===== config.mk =====
export PLATFORM = sky130hd
export DESIGN_NAME = tl_fsm_timed
export DESIGN_NICKNAME = d
export VERILOG_FILES = /design/src/rtl/tl_fsm_timed.sv
export SDC_FILE = /design/constraint.sdc
export NUM_CORES = 1
export LEC_CHECK = 0
export ABC_AREA = 1
export CAP_MARGIN = 20
export CORE_AREA = 5 5 42 44
export DETAILED_ROUTE_END_ITERATION = 8
export DIE_AREA = 0 0 47 49
export PLACE_DENSITY = 0.7
export SYNTH_ARGS = -nofsm -noshare
export SYNTH_HDL_FRONTEND = slang
export SYNTH_SLANG_ARGS = --single-unit

===== constraint.sdc =====
create_clock -name clk -period 2.2 [get_ports clk]
set_input_delay 0.22 -clock clk [delete_from_list [all_inputs] [get_ports clk]]
set_output_delay 0.22 -clock clk [all_outputs]
set_load 0.02 [all_outputs]

===== src/rtl/tl_fsm_timed.sv =====
// rtl/tl_fsm_timed.sv - two-road traffic-light controller with min/max green and fixed yellow timing
module tl_fsm_timed #(
   parameter int CNT_W         = 4,
   parameter int GREEN_MIN     = 3,
   parameter int GREEN_MAX     = 10,
   parameter int YELLOW_CYCLES = 2
) (
   input  logic             clk,
   input  logic             reset_n,
   input  logic             Ta,
   input  logic             Tb,
   output logic [1:0]       La,
   output logic [1:0]       Lb,
   output logic [1:0]       state,
   output logic [CNT_W-1:0] cnt,
   output logic             sw
);

   typedef enum logic [1:0] {
      S0 = 2'b00,
      S1 = 2'b01,
      S2 = 2'b10,
      S3 = 2'b11
   } state_t;

   localparam logic [1:0] LAMP_GREEN  = 2'b00;
   localparam logic [1:0] LAMP_YELLOW = 2'b01;
   localparam logic [1:0] LAMP_RED    = 2'b10;

   // Comparison points are "last cycle" indices, since cnt is 0 in the first cycle.
   localparam logic [CNT_W-1:0] GMIN_LAST = CNT_W'(GREEN_MIN - 1);
   localparam logic [CNT_W-1:0] GMAX_LAST = CNT_W'(GREEN_MAX - 1);
   localparam logic [CNT_W-1:0] YEL_LAST  = CNT_W'(YELLOW_CYCLES - 1);
   localparam logic [CNT_W-1:0] CNT_SAT   = '1;

   state_t           state_q, state_d;
   logic [CNT_W-1:0] cnt_q;
   logic             sw_q;
   logic             adv;

   always_ff @(posedge clk or negedge reset_n) begin
      if (!reset_n) begin
         state_q <= S0;
         cnt_q   <= '0;
         sw_q    <= 1'b0;
      end else begin
         state_q <= state_d;
         sw_q    <= adv;
         if (adv)
            cnt_q <= '0;
         else if (cnt_q != CNT_SAT)
            cnt_q <= cnt_q + 1'b1;
      end
   end

   always_comb begin
      state_d = state_q;
      case (state_q)
         S0: if ((cnt_q >= GMIN_LAST && !Ta) || cnt_q == GMAX_LAST) state_d = S1;
         S1: if (cnt_q == YEL_LAST) state_d = S2;
         S2: if ((cnt_q >= GMIN_LAST && !Tb) || cnt_q == GMAX_LAST) state_d = S3;
         S3: if (cnt_q == YEL_LAST) state_d = S0;
         default: state_d = S0;
      endcase
      adv = (state_d != state_q);
   end

   // Moore lamp decode: depends on the state register only.
   always_comb begin
      La = LAMP_RED;
      Lb = LAMP_RED;
      case (state_q)
         S0: La = LAMP_GREEN;
         S1: La = LAMP_YELLOW;
         S2: Lb = LAMP_GREEN;
         S3: Lb = LAMP_YELLOW;
         default: begin
            La = LAMP_RED;
            Lb = LAMP_RED;
         end
      endcase
   end

   assign state = state_q;
   assign cnt   = cnt_q;
   assign sw    = sw_q;

endmodule


## After elaboration in Yosys (flattened, before gate mapping)

Cells that the tools add are included.

- Bits in registers: 7
- Bits in latches: 0
- Memory bits (writable): 0
- ROM bits: 0
- Input bits: 4
- Word-level logic and storage cells: 29
- Memories: 0

- Add/sub/neg operators: 1
- $mul: 0
- Div/mod/pow operators: 0
- Order comparisons: 1
- Eq/ne operators: 7
- Shift-type cells: 0
- Multiplexer cells: 9
- Bitwise gates (word level): 0
- Reduce and logical (&&, ||, !) cells: 8

Operator list:

| operator | number |
|---|---|
| 2-bit two-way mux | 4 |
| 4-bit two-way mux | 2 |
| 2-bit case mux with 2 select lines | 2 |
| 2-bit case mux with 4 select lines | 1 |
| 4-bit by 1-bit adder with 4-bit output (second input constant) | 1 |
| 2-bit == test (second input constant) | 2 |
| 4-bit by 1-bit == test with 1-bit output (second input constant) | 1 |
| 4-bit == test (second input constant) | 1 |
| 4-bit by 2-bit greater-or-equal comparator with 1-bit output (second input constant) | 1 |
| 4-bit != test (second input constant) | 1 |
| 2-bit by 1-bit == test with 1-bit output (second input constant) | 1 |
| 1-bit logical AND | 2 |
| 1-bit zero test | 2 |
| 2-bit zero test | 1 |
| 1-bit logical OR | 2 |
| 2-bit != test | 1 |
| 2-bit nonzero test | 1 |

## Logic depth before layout (Yosys ltp)

- Depth after elaboration: 7
- Gate-level depth with buffers: 7
- Mapped depth without buffers: 7

## Worst setup path after synthesis

OpenSTA, ideal clock, no wires.

- Kind: flip-flop to flip-flop
- Start point: reg cnt_q[0], in the netlist cnt[0]
- End point: reg cnt_q[2], in the netlist cnt[2]
- Data arrival time: 1,197 ps
- Data required time: 2,123 ps
- Path slack: 926 ps
- Cell stages (with the launch flop): 8
- Buffers on the path: 0
- Period minus slack after synthesis: 1,274 ps
- Cells stage by stage: dfrtp_1 -> inv_1 -> ha_1 -> nor2_1 -> nand2_1 -> nand2_2 -> nand2_4 -> a21oi_1

- Cells in the longest elaborated chain, start to end: 7
- Elaborated cells between the ends (all ways): 18
- Classes of those cells: add/sub (1); order compare (1); eq/ne (4); mux (7); reduce/logical (5)

Ends and longest elaborated chain:

| what | line | source |
|---|---|---|
| start, declared | 37 | `logic [CNT_W-1:0] cnt_q;` |
| start signal, assigned | 52 | `cnt_q <= cnt_q + 1'b1;` |
| 4-bit by 2-bit greater-or-equal comparator with 1-bit output | 59, 61 |  |
| 1-bit logical AND, on equally long branches | 61, 59 |  |
| 1-bit logical OR, on equally long branches | 61, 59 |  |
| 2-bit two-way mux, on equally long branches | 61, 59 |  |
| 2-bit case mux with 4 select lines | 58 | `case (state_q)` |
| 2-bit != test | 65 | `adv = (state_d != state_q);` |
| 4-bit two-way mux or 2-bit nonzero test (tied branches) | -- |  |

Parallel ways exist; a longest one is shown, timed or not. The select of a mux whose other input is x is not followed.
A chain may end at the register's enable or synchronous reset.

## Worst setup path after layout

- Start point: reg state_q[1], in the netlist state[1]
- End point: out La[0]

- Cells in the longest elaborated chain, start to end: 2
- Elaborated cells between the ends (all ways): 3
- Classes of those cells: eq/ne (1); mux (1); reduce/logical (1)

Ends and longest elaborated chain:

| what | line | source |
|---|---|---|
| start, declared | 36 | `state_t state_q, state_d;` |
| start signal, assigned | 47 | `state_q <= state_d;` |
| 2-bit by 1-bit == test with 1-bit output or 2-bit zero test (tied branches) | 72 | `case (state_q)` |
| 2-bit case mux with 2 select lines * | 72 |  |
| end, declared | 12 | `output logic [1:0] La,` |

Mark *: on every way between the ends. The rest lies on a longest branch, timed or not.

==> metrics.txt <==
outcome=complete, no violations; post-CTS setup buffers=0; via count=407; reg-to-reg endpoint=cnt[2]; CTS root buf=clkbuf_4; DRT iter0 DRCs=7; RSZ-0062 raised after global routing=false; R2R setup slack=0.96 ns; Final #Nets=85; GR Overflow Total=0; Max stage delay cell, worst path=clkdlybuf4s50_1; CP required=between 1.5 and 2 ns; Max Fclk=0.597 GHz; Worst R2R Start=cnt[0]; CTS tree=done; Clk network pwr share=0.444; max_cap viols=0; CTS Sinks=7; Area Growth Syn to Fin=41.1%; Finish-stage setup viols=0; WS Path Type=reg -> out; CTS max path bufs=2; Seq/Total Area, Yosys=0.394; final slew viol count=0; Least-Margin Pin Slew=between 0.3 and 0.4 ns; fill count=155; routability congestion estimate=between 0.7 and 0.8; WL final=roughly 900 µm; Combinational Power Share=0.043; placed cells=89; Slew HR=0.799; syn avg cell area=between 7 and 8 µm²; utilization after layout=0.447; CTS H-Tree Depth=1; Tot Pwr=0.252 mW; Yosys reg bits=7; crit path time final=1.68 ns; I/O Pins=15; Worst setup SP type=register; critical path arrival=1.46 ns; largest net degree at the start of global routing=9; Post-CTS Resized=0; worst path cell trace=inv_2 -> nand2_1 -> inv_1 -> clkdlybuf4s50_1; cts bufs inserted=3; post-route insts no fill=93; worst hold path class=in -> async; hold violation total from the final report=0; Initial Util=0.317; sequential power share=0.513; post-synth cell types=18; Psw=0.0481 mW; Core Area=1400 µm²; warnings from Yosys=0; Hold Buf Count CTS=0; Synth Net Count=67; internal power=0.204 mW; number of vias per cell=4.38; crit path max fanout=5; worst reg-to-reg path cell count=7; switching share of power=0.191; vias in the first global route=~370; DRT antenna net count=0; ANT cells=0; GR Util All Layers=0.0914; Peak VDD IR=between 300 and 400 µV; worst-skew pair later-pin latency=0.24 ns; Clk pin slew, worst setup/hold paths=0.05 ns; port bufs=14; Power Density=401 nW/µm²; first-pass GRT wire length=1.55 mm; period utilization=0.762; CP max stage delay=a little under 0.6 ns; post-synthesis instance total=60; Horiz. Die Dim=47 µm; Residual DRC=0; clk_skew=0.00225 ns; row count=14; die area=between 2000 and 2500 µm²; worst-case hold slack=0.226 ns; DRT Pass-1 Iters=4; DP HPWL=728 µm; TNS Setup=0 ns; initial antenna violation count=0; ratio of cells with drive above 1 in the final layout=0.130; leakage=about 0.36 nW; cell area after synthesis=444 µm²; Die Ht=49 µm; detailed-route wire length per cell=9.56 µm; CP Capture Type=output port
## per-layer routing
layer | up-vias | routed length [µm] | global-route usage
li1 | 222 | - | -
met1 | 174 | 406 | 0.126
met2 | 7 | 401 | 0.122
met3 | 4 | 49 | 0.0148
met4 | 0 | 31 | 0.0691
met5 | - | 0 | 0
## how the worst max path moves through the flow
stage | startpoint | endpoint | slack, ns | depth (start not counted)
detailed placement | state[1] | La[0] | 0.78 | 4
finish | state[1] | La[0] | 0.52 | 4
floorplan | cnt[0] | cnt[2] | 0.93 | 7
CTS | state[1] | La[0] | 0.50 | 4
global route | state[1] | La[0] | 0.44 | 4
global placement | state[1] | La[0] | 0.80 | 4
## per-stage QoR
stage               setup WS [ns]  cell area, µm²
floorplan                   0.926             444
global placement            0.798             601
detailed placement          0.781             601
CTS                         0.504             627
global route                0.439             627
finish                      0.524             627
## flip-flops by register name, indices dropped and copies added, names as in the netlist
register,cells
sw,1
cnt,4
state,2
## power by group through the flow
stage,Sequential (mW),Clock (mW),Combinational [mW]
5_1_grt,0.129,0.127,0.0120
3_3_place_gp,0.131,0,0.0112
6_report,0.129,0.112,0.0109
4_1_cts,0.129,0.118,0.0111
3_5_place_dp,0.131,0,0.0111
2_1_floorplan,0.131,0,0.00307
## worst max-delay path, delay by kind of cell (launching register included)
family / cells / cell delay [ns]
buf+inv: 3 / 0.73
flops: 1 / 0.41
simple gates: 1 / 0.06
## cell usage after synthesis
cell	count	area, µm²
a21boi_2	1	11.3
a21oi_1	4	20.0
a21oi_2	1	8.76
clkbuf_1	1	3.75
clkinv_2	1	5.00
dfrtp_1	7	175
ha_1	3	37.5
inv_1	12	45.0
inv_2	1	3.75
nand2_1	13	48.8
nand2_2	2	12.5
nand2_4	1	11.3
nand3_1	3	15.0
nand4_1	1	6.26
nor2_1	5	18.8
o21ai_0	2	10.0
o21ai_1	1	5.00
o22ai_1	1	6.26
## cell type report
cell class	count	area [µm²]	share of cell area
clock buffers	4	26.3	0.0419
flip-flops and latches	7	175	0.279
well taps	16	20.0	0.0319
multi-input cells	38	211	0.337
inverters	14	53.8	0.0858
repair buffers	14	140	0.224
## cell usage in the layout, fill, tap and decap left out, types with 2 or more instances in the layout
master / instances
clkbuf_4: 3
dfrtp_1: 7
inv_1: 12
nor2_1: 5
ha_1: 3
nand3_1: 3
o21ai_0: 2
nand2_2: 2
a21oi_1: 4
nand2_1: 13
clkdlybuf4s50_1: 14
## logic make-up (layout without fill, tap and decap cells)
kind of cell               count (synthesis)  in the layout  share of synthesized area
DFF                                        7              7                      0.394
buffers and inverters                     15             32                      0.130
adders and majority gates                  3              3                     0.0845
AOI/OAI and AO/OA                         10             10                      0.138
and+or+nand+nor                           25             25                      0.254
(Power assumes the default switching activity.)
